### src/rtl/lock_entry_ctrl_pkg.sv
// lock_pkg: shared definitions for the code-lock entry sequencer.
//   KEY_STAR / KEY_HASH : keypad codes for '*' and '#'
//   state_t             : sequencer state encoding
//   is_digit()          : true for key codes 0-9
//   max3()              : largest of three ints, used to size the shared timer
package lock_pkg;

  localparam logic [3:0] KEY_STAR = 4'b1010;
  localparam logic [3:0] KEY_HASH = 4'b1011;

  typedef enum logic [2:0] {
    S_IDLE    = 3'd0,
    S_CHECK   = 3'd1,
    S_OPEN    = 3'd2,
    S_NEW1    = 3'd3,
    S_NEW2    = 3'd4,
    S_LOCKOUT = 3'd5
  } state_t;

  function automatic logic is_digit(input logic [3:0] code);
    return code <= 4'd9;
  endfunction

  function automatic int max3(input int a, input int b, input int c);
    int m;
    m = (a > b) ? a : b;
    return (m > c) ? m : c;
  endfunction

endpackage

### src/rtl/lock_entry_ctrl_if.sv
// lock_entry_ctrl_if: keypad strobe in, indicator outputs back.
//   master : keypad side (drives key_valid/key_code, observes indicators)
//   slave  : sequencer side (consumes keys, drives indicators)
//   key_valid, key_code[3:0] : one-cycle key strobe and its code
//   open, lock, save_light, alarm : level indicators
//   err, saved               : one-cycle pulses
//   digit_cnt[3:0]           : digits currently buffered
interface lock_entry_ctrl_if;
  logic       key_valid;
  logic [3:0] key_code;
  logic       open;
  logic       lock;
  logic       save_light;
  logic       alarm;
  logic       err;
  logic       saved;
  logic [3:0] digit_cnt;

  modport master (
    output key_valid, key_code,
    input  open, lock, save_light, alarm, err, saved, digit_cnt
  );

  modport slave (
    input  key_valid, key_code,
    output open, lock, save_light, alarm, err, saved, digit_cnt
  );
endinterface

### src/rtl/lock_entry_ctrl_timer.sv
// lock_timer: loadable down-counter that stops at zero.
//   clk, reset_1   : clock, asynchronous active-high reset
//   load, load_val : load (or reload) the count
//   done           : count is zero
module lock_timer #(
  parameter int W = 8
) (
  input  logic         clk,
  input  logic         reset_1,
  input  logic         load,
  input  logic [W-1:0] load_val,
  output logic         done
);

  logic [W-1:0] count;

  always_ff @(posedge clk or posedge reset_1) begin
    if (reset_1) begin
      count <= '0;
    end else if (load) begin
      count <= load_val;
    end else if (count != '0) begin
      count <= count - W'(1);
    end
  end

  assign done = (count == '0);

endmodule

### src/rtl/lock_entry_ctrl.sv
// lock_entry_ctrl: keypad entry sequencer for the code lock.
// Buffers digits, checks them against the stored password, runs the
// password-change sequence and locks the keypad out after MAX_FAIL
// consecutive failed checks.
//   clk, reset_1 : clock, asynchronous active-high reset
//   bus (slave)  : key strobe in; open/lock/save_light/alarm levels,
//                  err/saved pulses and digit_cnt out
import lock_pkg::*;

module lock_entry_ctrl #(
  parameter int                    CODE_LEN       = 4,
  parameter int                    MAX_FAIL       = 3,
  parameter int                    OPEN_CYCLES    = 50_000_000,
  parameter int                    LOCKOUT_CYCLES = 500_000_000,
  parameter int                    ENTRY_TIMEOUT  = 250_000_000,
  parameter logic [4*CODE_LEN-1:0] DEFAULT_PW     = 16'h1234
) (
  input  logic             clk,
  input  logic             reset_1,
  lock_entry_ctrl_if.slave bus
);

  localparam int BW = 4 * CODE_LEN;
  localparam int TW = $clog2(max3(OPEN_CYCLES, LOCKOUT_CYCLES, ENTRY_TIMEOUT)) + 1;
  localparam int FW = $clog2(MAX_FAIL) + 1;

  // The timer stops at zero and "done" is zero, so a period of P cycles
  // is loaded as P-1.
  localparam logic [TW-1:0] T_OPEN  = TW'(OPEN_CYCLES - 1);
  localparam logic [TW-1:0] T_LOCK  = TW'(LOCKOUT_CYCLES - 1);
  localparam logic [TW-1:0] T_ENTRY = TW'(ENTRY_TIMEOUT - 1);
  localparam logic [3:0]    CL      = 4'(CODE_LEN);

  function automatic logic [BW-1:0] shift_in(input logic [BW-1:0] cur,
                                             input logic [3:0]    code);
    logic [BW-1:0] t;
    t      = cur << 4;
    t[3:0] = code;
    return t;
  endfunction

  state_t        state;
  logic          mode_change;
  logic [BW-1:0] entry, pw, new_buf;
  logic [3:0]    cnt;
  logic [FW-1:0] fail_cnt;
  logic          open_r, lock_r, save_r, alarm_r, err_r, saved_r;

  logic          key_dig, key_hash, key_star, key_any;
  logic          match, fail_hit, tmr_done, tmr_load;
  logic [TW-1:0] tmr_val;

  assign key_dig  = bus.key_valid && is_digit(bus.key_code);
  assign key_hash = bus.key_valid && (bus.key_code == KEY_HASH);
  assign key_star = bus.key_valid && (bus.key_code == KEY_STAR);
  assign key_any  = key_dig || key_hash || key_star;
  assign match    = (cnt == CL) && (entry == pw);
  assign fail_hit = (int'(fail_cnt) + 1) >= MAX_FAIL;

  // One timer serves open hold, lockout and entry timeout; the state
  // decides which period is loaded.
  always_comb begin
    tmr_load = 1'b0;
    tmr_val  = T_ENTRY;
    case (state)
      S_IDLE:         tmr_load = key_any;
      S_NEW1, S_NEW2: tmr_load = key_any || tmr_done;
      S_CHECK: begin
        tmr_load = 1'b1;
        if (match && !mode_change)  tmr_val = T_OPEN;
        else if (!match && fail_hit) tmr_val = T_LOCK;
      end
      S_OPEN: begin
        tmr_load = key_hash || tmr_done;
        if (key_hash) tmr_val = T_OPEN;
      end
      S_LOCKOUT:      tmr_load = tmr_done;
      default:        tmr_load = 1'b0;
    endcase
  end

  lock_timer #(.W(TW)) u_timer (
    .clk      (clk),
    .reset_1  (reset_1),
    .load     (tmr_load),
    .load_val (tmr_val),
    .done     (tmr_done)
  );

  always_ff @(posedge clk or posedge reset_1) begin
    if (reset_1) begin
      state       <= S_IDLE;
      mode_change <= 1'b0;
      entry       <= '0;
      new_buf     <= '0;
      pw          <= DEFAULT_PW;
      cnt         <= '0;
      fail_cnt    <= '0;
      open_r      <= 1'b0;
      lock_r      <= 1'b1;
      save_r      <= 1'b0;
      alarm_r     <= 1'b0;
      err_r       <= 1'b0;
      saved_r     <= 1'b0;
    end else begin
      err_r   <= 1'b0;
      saved_r <= 1'b0;
      // Indicators are a registered decode of the state, one cycle behind it.
      open_r  <= (state == S_OPEN);
      lock_r  <= (state != S_OPEN);
      save_r  <= (state == S_NEW1) || (state == S_NEW2);
      alarm_r <= (state == S_LOCKOUT);

      case (state)
        S_IDLE: begin
          if (key_dig) begin
            entry <= shift_in(entry, bus.key_code);
            if (cnt <= CL) cnt <= cnt + 4'd1;
          end else if (key_hash) begin
            mode_change <= 1'b0;
            state       <= S_CHECK;
          end else if (key_star) begin
            mode_change <= 1'b1;
            state       <= S_CHECK;
          end else if (tmr_done) begin
            entry <= '0;
            cnt   <= '0;
          end
        end

        S_CHECK: begin
          entry <= '0;
          cnt   <= '0;
          if (match) begin
            fail_cnt <= '0;
            state    <= mode_change ? S_NEW1 : S_OPEN;
          end else begin
            err_r <= 1'b1;
            if (fail_hit) begin
              fail_cnt <= FW'(MAX_FAIL);
              state    <= S_LOCKOUT;
            end else begin
              fail_cnt <= fail_cnt + FW'(1);
              state    <= S_IDLE;
            end
          end
        end

        S_OPEN: begin
          if (!key_hash && tmr_done) state <= S_IDLE;
        end

        S_NEW1, S_NEW2: begin
          if (key_dig) begin
            entry <= shift_in(entry, bus.key_code);
            if (cnt <= CL) cnt <= cnt + 4'd1;
          end else if (key_hash) begin
            entry <= '0;
            cnt   <= '0;
            if (state == S_NEW1) begin
              if (cnt == CL) begin
                new_buf <= entry;
                state   <= S_NEW2;
              end else begin
                err_r <= 1'b1;
                state <= S_IDLE;
              end
            end else begin
              if ((cnt == CL) && (entry == new_buf)) begin
                pw      <= new_buf;
                saved_r <= 1'b1;
              end else begin
                err_r <= 1'b1;
              end
              state <= S_IDLE;
            end
          end else if (key_star || tmr_done) begin
            entry <= '0;
            cnt   <= '0;
            state <= S_IDLE;
          end
        end

        S_LOCKOUT: begin
          if (tmr_done) begin
            fail_cnt <= '0;
            state    <= S_IDLE;
          end
        end

        default: state <= S_IDLE;
      endcase
    end
  end

  assign bus.open       = open_r;
  assign bus.lock       = lock_r;
  assign bus.save_light = save_r;
  assign bus.alarm      = alarm_r;
  assign bus.err        = err_r;
  assign bus.saved      = saved_r;
  assign bus.digit_cnt  = cnt;

endmodule

### src/flat_wrapper.sv
// flat-port wrapper written by rule: the top's interface ports become plain ports
module lock_entry_ctrl_flat 
#(
  parameter int                    CODE_LEN       = 4,
  parameter int                    MAX_FAIL       = 3,
  parameter int                    OPEN_CYCLES    = 50_000_000,
  parameter int                    LOCKOUT_CYCLES = 500_000_000,
  parameter int                    ENTRY_TIMEOUT  = 250_000_000,
  parameter logic [4*CODE_LEN-1:0] DEFAULT_PW     = 16'h1234
)
  (clk, reset_1, bus_key_valid, bus_key_code, bus_open, bus_lock, bus_save_light, bus_alarm, bus_err, bus_saved, bus_digit_cnt);
  lock_entry_ctrl_if bus_i ();
  input  logic clk;
  input  logic reset_1;
  input wire logic [$bits(bus_i.key_valid)-1:0] bus_key_valid;
  input wire logic [$bits(bus_i.key_code)-1:0] bus_key_code;
  output wire logic [$bits(bus_i.open)-1:0] bus_open;
  output wire logic [$bits(bus_i.lock)-1:0] bus_lock;
  output wire logic [$bits(bus_i.save_light)-1:0] bus_save_light;
  output wire logic [$bits(bus_i.alarm)-1:0] bus_alarm;
  output wire logic [$bits(bus_i.err)-1:0] bus_err;
  output wire logic [$bits(bus_i.saved)-1:0] bus_saved;
  output wire logic [$bits(bus_i.digit_cnt)-1:0] bus_digit_cnt;
  assign bus_i.key_valid = bus_key_valid;
  assign bus_i.key_code = bus_key_code;
  assign bus_open = bus_i.open;
  assign bus_lock = bus_i.lock;
  assign bus_save_light = bus_i.save_light;
  assign bus_alarm = bus_i.alarm;
  assign bus_err = bus_i.err;
  assign bus_saved = bus_i.saved;
  assign bus_digit_cnt = bus_i.digit_cnt;
  lock_entry_ctrl #(.CODE_LEN(CODE_LEN), .MAX_FAIL(MAX_FAIL), .OPEN_CYCLES(OPEN_CYCLES), .LOCKOUT_CYCLES(LOCKOUT_CYCLES), .ENTRY_TIMEOUT(ENTRY_TIMEOUT), .DEFAULT_PW(DEFAULT_PW)) u_core (.clk(clk), .reset_1(reset_1), .bus(bus_i));
endmodule
### config.mk
export PLATFORM = sky130hd
export DESIGN_NAME = lock_entry_ctrl_flat
export DESIGN_NICKNAME = d
export VERILOG_FILES = /design/src/rtl/lock_entry_ctrl_pkg.sv /design/src/rtl/lock_entry_ctrl_if.sv /design/src/rtl/lock_entry_ctrl_timer.sv /design/src/rtl/lock_entry_ctrl.sv /design/src/flat_wrapper.sv
export SDC_FILE = /design/constraint.sdc
export NUM_CORES = 1
export LEC_CHECK = 0
export ABC_AREA = 1
export CORE_MARGIN = 1.5
export CORE_UTILIZATION = 45
export CTS_CLUSTER_DIAMETER = 60
export CTS_CLUSTER_SIZE = 8
export DETAILED_ROUTE_END_ITERATION = 6
export PLACE_DENSITY_LB_ADDON = 0.3
export SYNTH_ARGS = -nofsm -noshare
export SYNTH_HDL_FRONTEND = slang
export SYNTH_SLANG_ARGS = --single-unit
export TNS_END_PERCENT = 1
### constraint.sdc
create_clock -name clk -period 3.31 [get_ports clk]
set_input_delay 0.993 -clock clk [delete_from_list [all_inputs] [get_ports clk]]
set_output_delay 0.993 -clock clk [all_outputs]
set_load 0.005 [all_outputs]
Word level (Yosys, flattened, before mapping)
Index checks and enable logic that the tools add are counted.
{"block": "word_totals", "reg_bits": 95, "in_bits": 7, "out_inout_bits": 10, "wordCells": 130}
{"block": "op_classes", "addsub": 4, "order_cmp": 3, "n_eq_ne": 21, "muxes": 55, "bitwise_logic": 2, "n_reduce_logical": 31}
{"operator": "16-bit 2-to-1 mux", "count": 7}
{"operator": "30-bit 2-to-1 mux", "count": 3}
{"operator": "30-bit one-hot mux with 2 select lines", "count": 1}
{"operator": "16-bit one-hot mux with 3 select lines", "count": 1}
{"operator": "3-bit 2-to-1 mux", "count": 14}
{"operator": "16-bit equality test", "count": 2}
{"operator": "32-bit by 3-bit greater-or-equal comparator with 1-bit output, second input constant", "count": 1}
{"operator": "4-bit 2-to-1 mux", "count": 8}
{"operator": "30-bit zero test", "count": 1}
{"operator": "30-bit nonzero test", "count": 1}
{"operator": "30-bit by 1-bit subtractor with 30-bit output, second input constant", "count": 1}
{"operator": "29-bit 2-to-1 mux", "count": 1}
{"operator": "28-bit 2-to-1 mux", "count": 1}
{"operator": "3-bit one-hot mux with 5 select lines", "count": 1}
{"operator": "5-bit AND reduction", "count": 3}
{"operator": "1-bit 2-to-1 mux", "count": 14}
{"operator": "4-bit one-hot mux with 3 select lines", "count": 1}
{"operator": "3-bit by 1-bit != test with 1-bit output, second input constant", "count": 3}
{"operator": "3-bit by 2-bit != test with 1-bit output, second input constant", "count": 3}
{"operator": "4-bit equality test, second input constant", "count": 2}
{"operator": "1-bit logical AND", "count": 8}
{"operator": "3-bit by 2-bit equality test with 1-bit output, second input constant", "count": 2}
{"operator": "3-bit equality test, second input constant", "count": 2}
{"operator": "1-bit logical OR", "count": 6}
{"operator": "22 further kinds", "count": 29}

Depth between registers and ports, before layout
Gate-level depths: netlist (run 1).
{"block": "logic_depth", "depth_word": 8, "depth_mapped": 14, "depth_no_buf": 13}

Cells and area by module
Synthesis (run 1) repeated with hierarchy kept, for this count alone.
{"block": "unflattened", "cells_unflattened": 800, "hier_area_um2": 5685.5}
{"mod": "lock_entry_ctrl", "n_inst": 1, "cells_per_inst": 433, "area_each_um2": 3402.0, "seq_area_each_um2": 1634.1}
{"mod": "lock_timer", "n_inst": 1, "cells_per_inst": 367, "area_each_um2": 2283.4, "seq_area_each_um2": 750.7}

Least setup slack after synthesis (run 1)
Ideal clock, no wire load.
{"block": "synth_timing", "path_type": "input to register", "from": "input bus_key_code[1]", "to": "register u_core.u_timer.count[24]", "setup_time_ns": 0.063, "arrival_ns": 2.049, "t_required_ns": 3.247, "path_slack_ns": 1.199, "path_stages": 12, "path_buffers": 1, "cell_sequence": "o21ai_0 nand2_1 nand2_1 nand2_1 inv_1 nor2_2 nor2_2 nor2_4 buf_6 nand2_4 o21a_1 inv_1"}
{"block": "synth_via", "elab_chain_cells": 7, "word_cells_on_any_way": 13, "cone_classes": "order compare (1); eq/ne (2); mux (2); reduce/logical (8)"}
{"item": "start: declaration", "line": "flat_wrapper.sv:16", "rtl": "input wire logic [$bits(bus_i.key_code)-1:0] bus_key_code;"}
{"item": "4-bit <= comparator or 4-bit equality test (tied branches)", "line": "lock_entry_ctrl_pkg.sv:21, lock_entry_ctrl.sv:54"}
{"item": "1-bit logical AND, on equally long branches", "line": "lock_entry_ctrl.sv:53, lock_entry_ctrl.sv:54"}
{"item": "1-bit logical OR (2 in series)", "line": "lock_entry_ctrl.sv:56", "rtl": "assign key_any = key_dig || key_hash || key_star;"}
{"item": "1-bit logical OR", "line": "lock_entry_ctrl.sv:67", "rtl": "S_NEW1, S_NEW2: tmr_load = key_any || tmr_done;"}
{"item": "1-bit one-hot mux with 5 select lines *", "line": "lock_entry_ctrl.sv:65", "rtl": "case (state)"}
{"item": "30-bit 2-to-1 mux or 2-bit nonzero test (tied branches)"}
{"item": "end signal: assignment", "line": "lock_entry_ctrl_timer.sv:21", "rtl": "count <= load_val;"}
{"item": "end signal: assignment", "line": "lock_entry_ctrl_timer.sv:23", "rtl": "count <= count - W'(1);"}
{"item": "end: declaration", "line": "lock_entry_ctrl_timer.sv:15", "rtl": "logic [W-1:0] count;"}
Every way passes the cells marked *; elsewhere a longest branch is shown, timed or not.
A chain may end at the register's enable or synchronous reset.

Worst setup path after layout (run 1)
{"block": "layout_timing", "from": "input bus_key_code[3]", "to": "register u_core.u_timer.count[14]"}
{"block": "layout_via", "elab_chain_cells": 7, "word_cells_on_any_way": 15, "cone_classes": "order compare (1); eq/ne (2); mux (4); reduce/logical (8)"}
{"item": "4-bit <= comparator or 4-bit equality test (tied branches)", "line": "lock_entry_ctrl_pkg.sv:21, lock_entry_ctrl.sv:54"}
{"item": "1-bit logical AND, on equally long branches", "line": "lock_entry_ctrl.sv:53, lock_entry_ctrl.sv:54"}
{"item": "1-bit logical OR (2 in series)", "line": "lock_entry_ctrl.sv:56"}
{"item": "1-bit logical OR", "line": "lock_entry_ctrl.sv:67"}
{"item": "1-bit one-hot mux with 5 select lines", "line": "lock_entry_ctrl.sv:65"}
{"item": "30-bit 2-to-1 mux or 2-bit nonzero test (tied branches)"}
Parallel ways exist; a longest one is shown, timed or not.

==> results of run 1 <==
==> cell type report <==
class / instances / share of cell area [%]
sequential: 95 / 38.9
timing repair buffer: 24 / 4.00
clock buffer: 13 / 4.25
multi-input combinational: 533 / 42.7
clock inverter: 3 / 0.694
inverter: 104 / 6.47
tap: 147 / 3.00
==> critical path, stage by stage <==
cell and delay [ns]:
clkdlybuf4s50_1 0.50, o21ai_0 0.09, nand2_1 0.20, nand2_1 0.11
a21oi_1 0.14, nand2_1 0.10, nor2_4 0.32, inv_4 0.13
nor2_4 0.24, nor2_1 0.08
==> sequential cells by signal, summed over array words and instances (netlist names) <==
| name | cells |
|---|---|
| u_core.bus.save_light | 1 |
| u_core.mode_change | 1 |
| u_core.bus.alarm | 1 |
| u_core.pw | 16 |
| u_core.bus.saved | 1 |
| u_core.state | 3 |
| u_core.fail_cnt | 3 |
| u_core.bus.err | 1 |
| u_core.new_buf | 16 |
| u_core.bus.open | 1 |
| u_core.bus.digit_cnt | 4 |
| u_core.entry | 16 |
| u_core.u_timer.count | 30 |
| u_core.bus.lock | 1 |
==> synthesized netlist by cell type, types with 2 or more instances <==
library cell and n:
xnor2_1 17, buf_2 4, a21oi_1 17, inv_2 2
o21ai_0 33, buf_4 3, dfrtp_1 89, and3_1 2
nand4_1 9, nor2_2 9, dfstp_2 6, nand2_2 3
inv_1 101, o211ai_1 3, o21ai_2 7, o21ai_1 5
ha_1 6, nand3_1 36, clkbuf_1 4, nor2_4 4
nor2_1 123, and2_1 2, buf_6 2, nand2_1 201
nand3b_1 3, xor2_1 19, o22ai_1 3, nor3_1 13
mux2_2 4, nor4_1 2
==> routing by layer <==
layer  share of wire, %  vias to the layer above  GRT usage, %
met5                  0                        -             0
met4                1.7                        0          8.17
met3                3.9                       17          4.39
met2                 48                       89          36.0
met1                 46                     2217          27.6
li1                   -                     2358             -
==> worst min path at each step <==
stage	from	to	slack, ns
floorplan	u_core.u_timer.count[0]	u_core.u_timer.count[0]	0.44
global placement	u_core.u_timer.count[0]	u_core.u_timer.count[0]	0.45
CTS	u_core.u_timer.count[0]	u_core.u_timer.count[0]	0.49
global route	u_core.u_timer.count[0]	u_core.u_timer.count[0]	0.50
detailed placement	u_core.u_timer.count[0]	u_core.u_timer.count[0]	0.48
finish	u_core.u_timer.count[0]	u_core.u_timer.count[0]	0.48
==> cells by family after synthesis <==
kind of cell / after synthesis / share of synthesized area [%]
simple gates: 413 / 32.1
buf+inv: 117 / 8.64
flops: 95 / 43.6
compound gates: 74 / 7.77
xor+xnor: 36 / 5.76
fa+ha+maj: 6 / 1.37
mux: 4 / 0.823
==> cell usage in the layout, fill, tap and decap left out, types with 2 or more instances in the layout <==
cell and instances:
nand3_1 36, clkbuf_8 2, nor2_2 9, clkbuf_1 2
and2_1 2, clkinvlp_4 2, inv_1 100, inv_2 2
mux2_2 4, a21oi_1 17, nor4_1 2, nor2_1 123
o21ai_1 5, buf_4 6, nor3_1 13, nand3b_1 3
xnor2_1 17, ha_1 6, o21ai_0 33, xor2_1 19
buf_12 2, and3_1 2, dfstp_2 6, o21ai_2 7
nand2_2 3, nor2_4 4, nand2_1 201, dfrtp_1 89
o22ai_1 3, nand4_1 9, o211ai_1 3, clkdlybuf4s50_1 16
clkbuf_16 9
==> report_power, final <==
part           switching, µW  total, µW  internal, µW
sequential               229       1600          1370
combinational            928       1420           490
clock                    451       1080           626
==> stage by stage <==
stage | utilization [%] | setup WS, ns | power [µW] | hold WS, ns
floorplan | - | 1.20 | 2670 | 0.440
global placement | 48.7 | 0.315 | 2980 | 0.451
detailed placement | 48.7 | 0.264 | 3040 | 0.481
CTS | 51.2 | 0.632 | 4120 | 0.490
global route | 51.2 | 0.444 | 4370 | 0.498
finish | 51.2 | 0.625 | 4100 | 0.481
==> impl_metrics.tcl, run 1 <==
set metrics [dict create \
    status "finished clean" \
    cts_resized 0 \
    drtAntennaViolNets 0 \
    wl_per_cell_um 13.9 \
    crit_type "input port to flop" \
    maxSlewHeadroom_pct 56.1 \
    grt_use_total_pct 21.5 \
    critPathCapture "u_core.u_timer.count[14]" \
    layout-drive-gt1-share_pct 8.29 \
    synth_seq_area_share_pct 43.6 \
    power.leakage_uw 0.00312 \
    h-tree-depth 3 \
    initial_core_util_pct 45.8 \
    synth_edf_count 0 \
    nFillCells 1169 \
    start_kind "input port" \
    syn_area_um2 5470 \
    drt-vias-per-instance 5.09 \
    area_delta_synth_final_pct 12.0 \
    yosysTopAreaCell "dfrtp_1" \
    dp.cells 903 \
    hold_violations 0 \
    r2r_cells 12 \
    fmax_ghz 0.372 \
    register_area_um2 2380 \
    synth_top_area_share_pct 40.7 \
    grt_overflow_total 0 \
    cp-startpoint "bus_key_code[3]" \
    drt_iter0_drc 371 \
    ios 17 \
    drv_slew 0 \
    synthFlopType "dfrtp_1" \
    final_area_um2 6130 \
    ctsHoldBuffers 0 \
    diodes 0 \
    numCtsBuffers 9 \
    rsz0062_at_grt "no" \
    synth_cells 745 \
    holdPathStages 1 \
    finalClockSkew_ns 0.0111 \
    endpoint_kind "flop" \
    period_share_pct 81.1 \
    rows 40 \
    clock_latency_ns 0.36 \
    ir_worst_vdd_mv 0.370 \
    cts_tree "yes" \
    syn_area_per_cell_um2 7.35 \
    core_um2 12000 \
    max-cap-violations 0 \
    antenna_found_initial 0 \
    tns_ns 0 \
    worstReg2RegEnd "u_core.entry[13]" \
    clk_pin_slew_ns 0.07 \
    min_path_type "flop to flop" \
    required_ns 3.55 \
    clockRootBuffer "clkbuf_16" \
    synthArstFlopShare_pct 100 \
    drc_errors 0 \
    port_buffers 16 \
    wl_mm 12.8 \
    multiInputGateArea_um2 2620 \
    layout.nets 780 \
    stdcell_count 919 \
    grt_first_pass_wirelength_mm 21.9 \
    dpl.hpwl_mm 9.52 \
    power_density_nw_per_um2 669 \
    synth_seq_cells 95 \
    tightestPinTransition_ns 0.658 \
    postPlaceCellArea_um2 5830 \
    cp_max_fo 11 \
    clock_path_buffers 2 \
    yosysWarnings 0 \
    clock-sinks 95 \
    dieArea_um2 12800 \
    grt_max_degree 38 \
    period_needed_ns 2.69 \
    synth_cell_types 43 \
    routabilityCongestion 0.945 \
    synth_area_leaders "dfrtp_1 (41%), nand2_1 (14%), nor2_1 (8.4%)" \
    vias 4681 \
    reg2reg_slack_ns 0.97 \
    synth_nets 758 \
    setup_viol 0 \
    first_global_vias 4696 \
    r2r_start "u_core.u_timer.count[0]" \
    arrival_ns 2.93 \
    dr.pass1.iters 5 \
    die_x_um 113 \
    post_cts_buffers 0 \
    die_h_um 113 \
]
Power figures use the tool's default switching activity.
==> inputs of run 2 (changes only) <==
- clock period: 3.31 -> 2.65 ns (I/O delays scaled with it)
==> run 2 against run 1 <==
Net effect: sequential cell count unchanged; utilization up 0.92 points; clock skew down 0.0033 ns; non-clock buffer count up 6; critical path type unchanged; cell area up 1.8%.
==> impl_metrics.tcl, run 2 (same netlist as run 1, synthesis figures left out) <==
set metrics [dict create \
    cts_tree "yes" \
    drt_iter0_drc 290 \
    ctsHoldBuffers 0 \
    maxSlewHeadroom_pct 65.2 \
    post_cts_buffers 0 \
    numCtsBuffers 9 \
    pwr-share-seq_pct 37.7 \
    clock_power_share_pct 27.5 \
    finalWorstSetupSlack_ns 0.314 \
    p_sw_share_pct 37.3 \
    max-cap-violations 0 \
    clock_path_buffers 2 \
    grt_overflow_total 0 \
    power.leakage_uw 0.00317 \
    fmax_ghz 0.428 \
    place_ws_ns -0.0375 \
    wl_mm 12.4 \
    power_density_nw_per_um2 847 \
    dpl.hpwl_mm 9.24 \
    drv_slew 0 \
    slowest_delay_ns 0.51 \
    first_global_vias 4519 \
    initial_core_util_pct 45.8 \
    grt_max_degree 96 \
    wl_per_cell_um 13.5 \
    clock-sinks 95 \
    whs_ns 0.474 \
    diodes 0 \
    power.switching_uw 1970 \
    layout-drive-gt1-share_pct 9.25 \
    drt-vias-per-instance 4.98 \
    die_h_um 113 \
    power.total_uw 5280 \
    drc_errors 0 \
    cp_max_fo 10 \
    drtAntennaViolNets 0 \
    worstReg2RegEnd "u_core.u_timer.count[17]" \
    layout.nets 786 \
    vias 4607 \
    postPlaceCellArea_um2 5900 \
    grt_use_total_pct 20.8 \
    dr.pass1.iters 5 \
    nFillCells 1129 \
    cts_resized 0 \
    period_share_pct 88.1 \
    ios 17 \
    clock_latency_ns 0.35 \
    r2r_cells 10 \
    tightestPinTransition_ns 0.521 \
    worst_path_max_delay_cell "clkdlybuf4s50_1" \
    core_um2 12000 \
    combPwrFrac_pct 34.8 \
    dieArea_um2 12800 \
    crit_type "input port to flop" \
    grt_first_pass_wirelength_mm 21.0 \
    holdPathStages 1 \
    layout_common_cells "nand2_1 (201), nor2_1 (123), inv_1 (100)" \
    start_kind "input port" \
    clk_pin_slew_ns 0.06 \
    cp_common_cell "nand2_1" \
    antenna_found_initial 0 \
    port_buffers 16 \
    area_delta_synth_final_pct 14.0 \
    h-tree-depth 3 \
    clockRootBuffer "clkbuf_16" \
    min_to "u_core.u_timer.count[0]" \
    internal-power_uw 3310 \
    required_ns 2.88 \
    setup_viol 0 \
    die_x_um 113 \
    rsz0062_at_grt "no" \
    largest_register_ffs 30 \
    path_cells "clkdlybuf4s50_1, o21ai_0, nand2_1, nand2_1, a21oi_1, nand2_1, nor2_4, inv_4, nor2_4, a21oi_1" \
    final_common_cell "nand2_1" \
    reg2reg_slack_ns 0.51 \
    regMostFlops "u_core.u_timer.count" \
    routabilityCongestion 0.942 \
    endpoint_kind "flop" \
    rows 40 \
    status "finished clean" \
    finalClockSkew_ns 0.00772 \
    r2r_start "u_core.bus.digit_cnt[0]" \
    arrival_ns 2.56 \
    min_from "u_core.u_timer.count[0]" \
    min_path_type "flop to flop" \
    final_area_um2 6240 \
    period_needed_ns 2.34 \
    hold_violations 0 \
    ir_worst_vdd_mv 0.506 \
]
[run 2: cell types whose count changed in the layout (fill, tap and decap cells not counted)]
| cell | delta |
|---|---|
| buf_4 | +4 |
| clkbuf_1 | -2 |
| clkbuf_8 | +1 |
| buf_12 | +2 |
| bufinv_16 | +1 |
| clkinv_2 | -1 |
| clkinv_4 | +1 |
[run 2: through the flow]
stage	util [%]	std cells	setup TNS, ns
2_1_floorplan	-	745	0
3_3_place_gp	49.3	909	0
3_5_place_dp	49.3	909	-0.229
4_1_cts	52.2	925	0
5_1_grt	52.2	925	0
6_report	52.2	925	0
[run 2: critical path, delay by kind of cell]
kind	cells	cell delay, ns
simple gates	5	0.81
buf+inv	2	0.62
compound gates	3	0.32
[run 2: how the worst max path moves through the flow]
stage / from / endpoint / slack, ns / depth (start not counted)
3_5_place_dp: bus_key_code[3] / u_core.u_timer.count[15] / -0.04 / 14
3_3_place_gp: bus_key_code[2] / u_core.u_timer.count[14] / 0.01 / 13
4_1_cts: bus_key_code[3] / u_core.u_timer.count[17] / 0.33 / 14
6_report: bus_key_code[3] / u_core.u_timer.count[17] / 0.31 / 10
2_1_floorplan: reset_1 / u_core.bus.alarm / 0.74 / 1
5_1_grt: bus_key_code[3] / u_core.u_timer.count[14] / 0.13 / 10
[run 2: area by class of cell]
cell class                      instances  area (µm²)  share of cell area, %
Clock inverter                          4        76.3                   1.22
Inverter                              104         397                   6.36
Clock buffer                           12         267                   4.27
Sequential cell                        95        2380                   38.2
Multi-Input combinational cell        533        2620                   41.9
Tap cell                              147         184                   2.95
Timing Repair Buffer                   30         315                   5.05
[run 2: power groups by stage]
stage	combinational [µW]	clock [µW]	sequential [µW]
global route	2100	1540	2020
global placement	1800	0	2000
detailed placement	1840	0	2010
floorplan	1390	0	1950
CTS	1850	1490	1990
finish	1840	1450	1990
[run 2: layer usage]
metal | vias to the layer above | global-route usage (%) | share of wire, %
met5 | - | 0 | 0
met4 | 0 | 8.58 | 2.3
met3 | 24 | 4.61 | 4.5
met2 | 114 | 35.2 | 49
met1 | 2094 | 25.8 | 45
li1 | 2375 | - | -
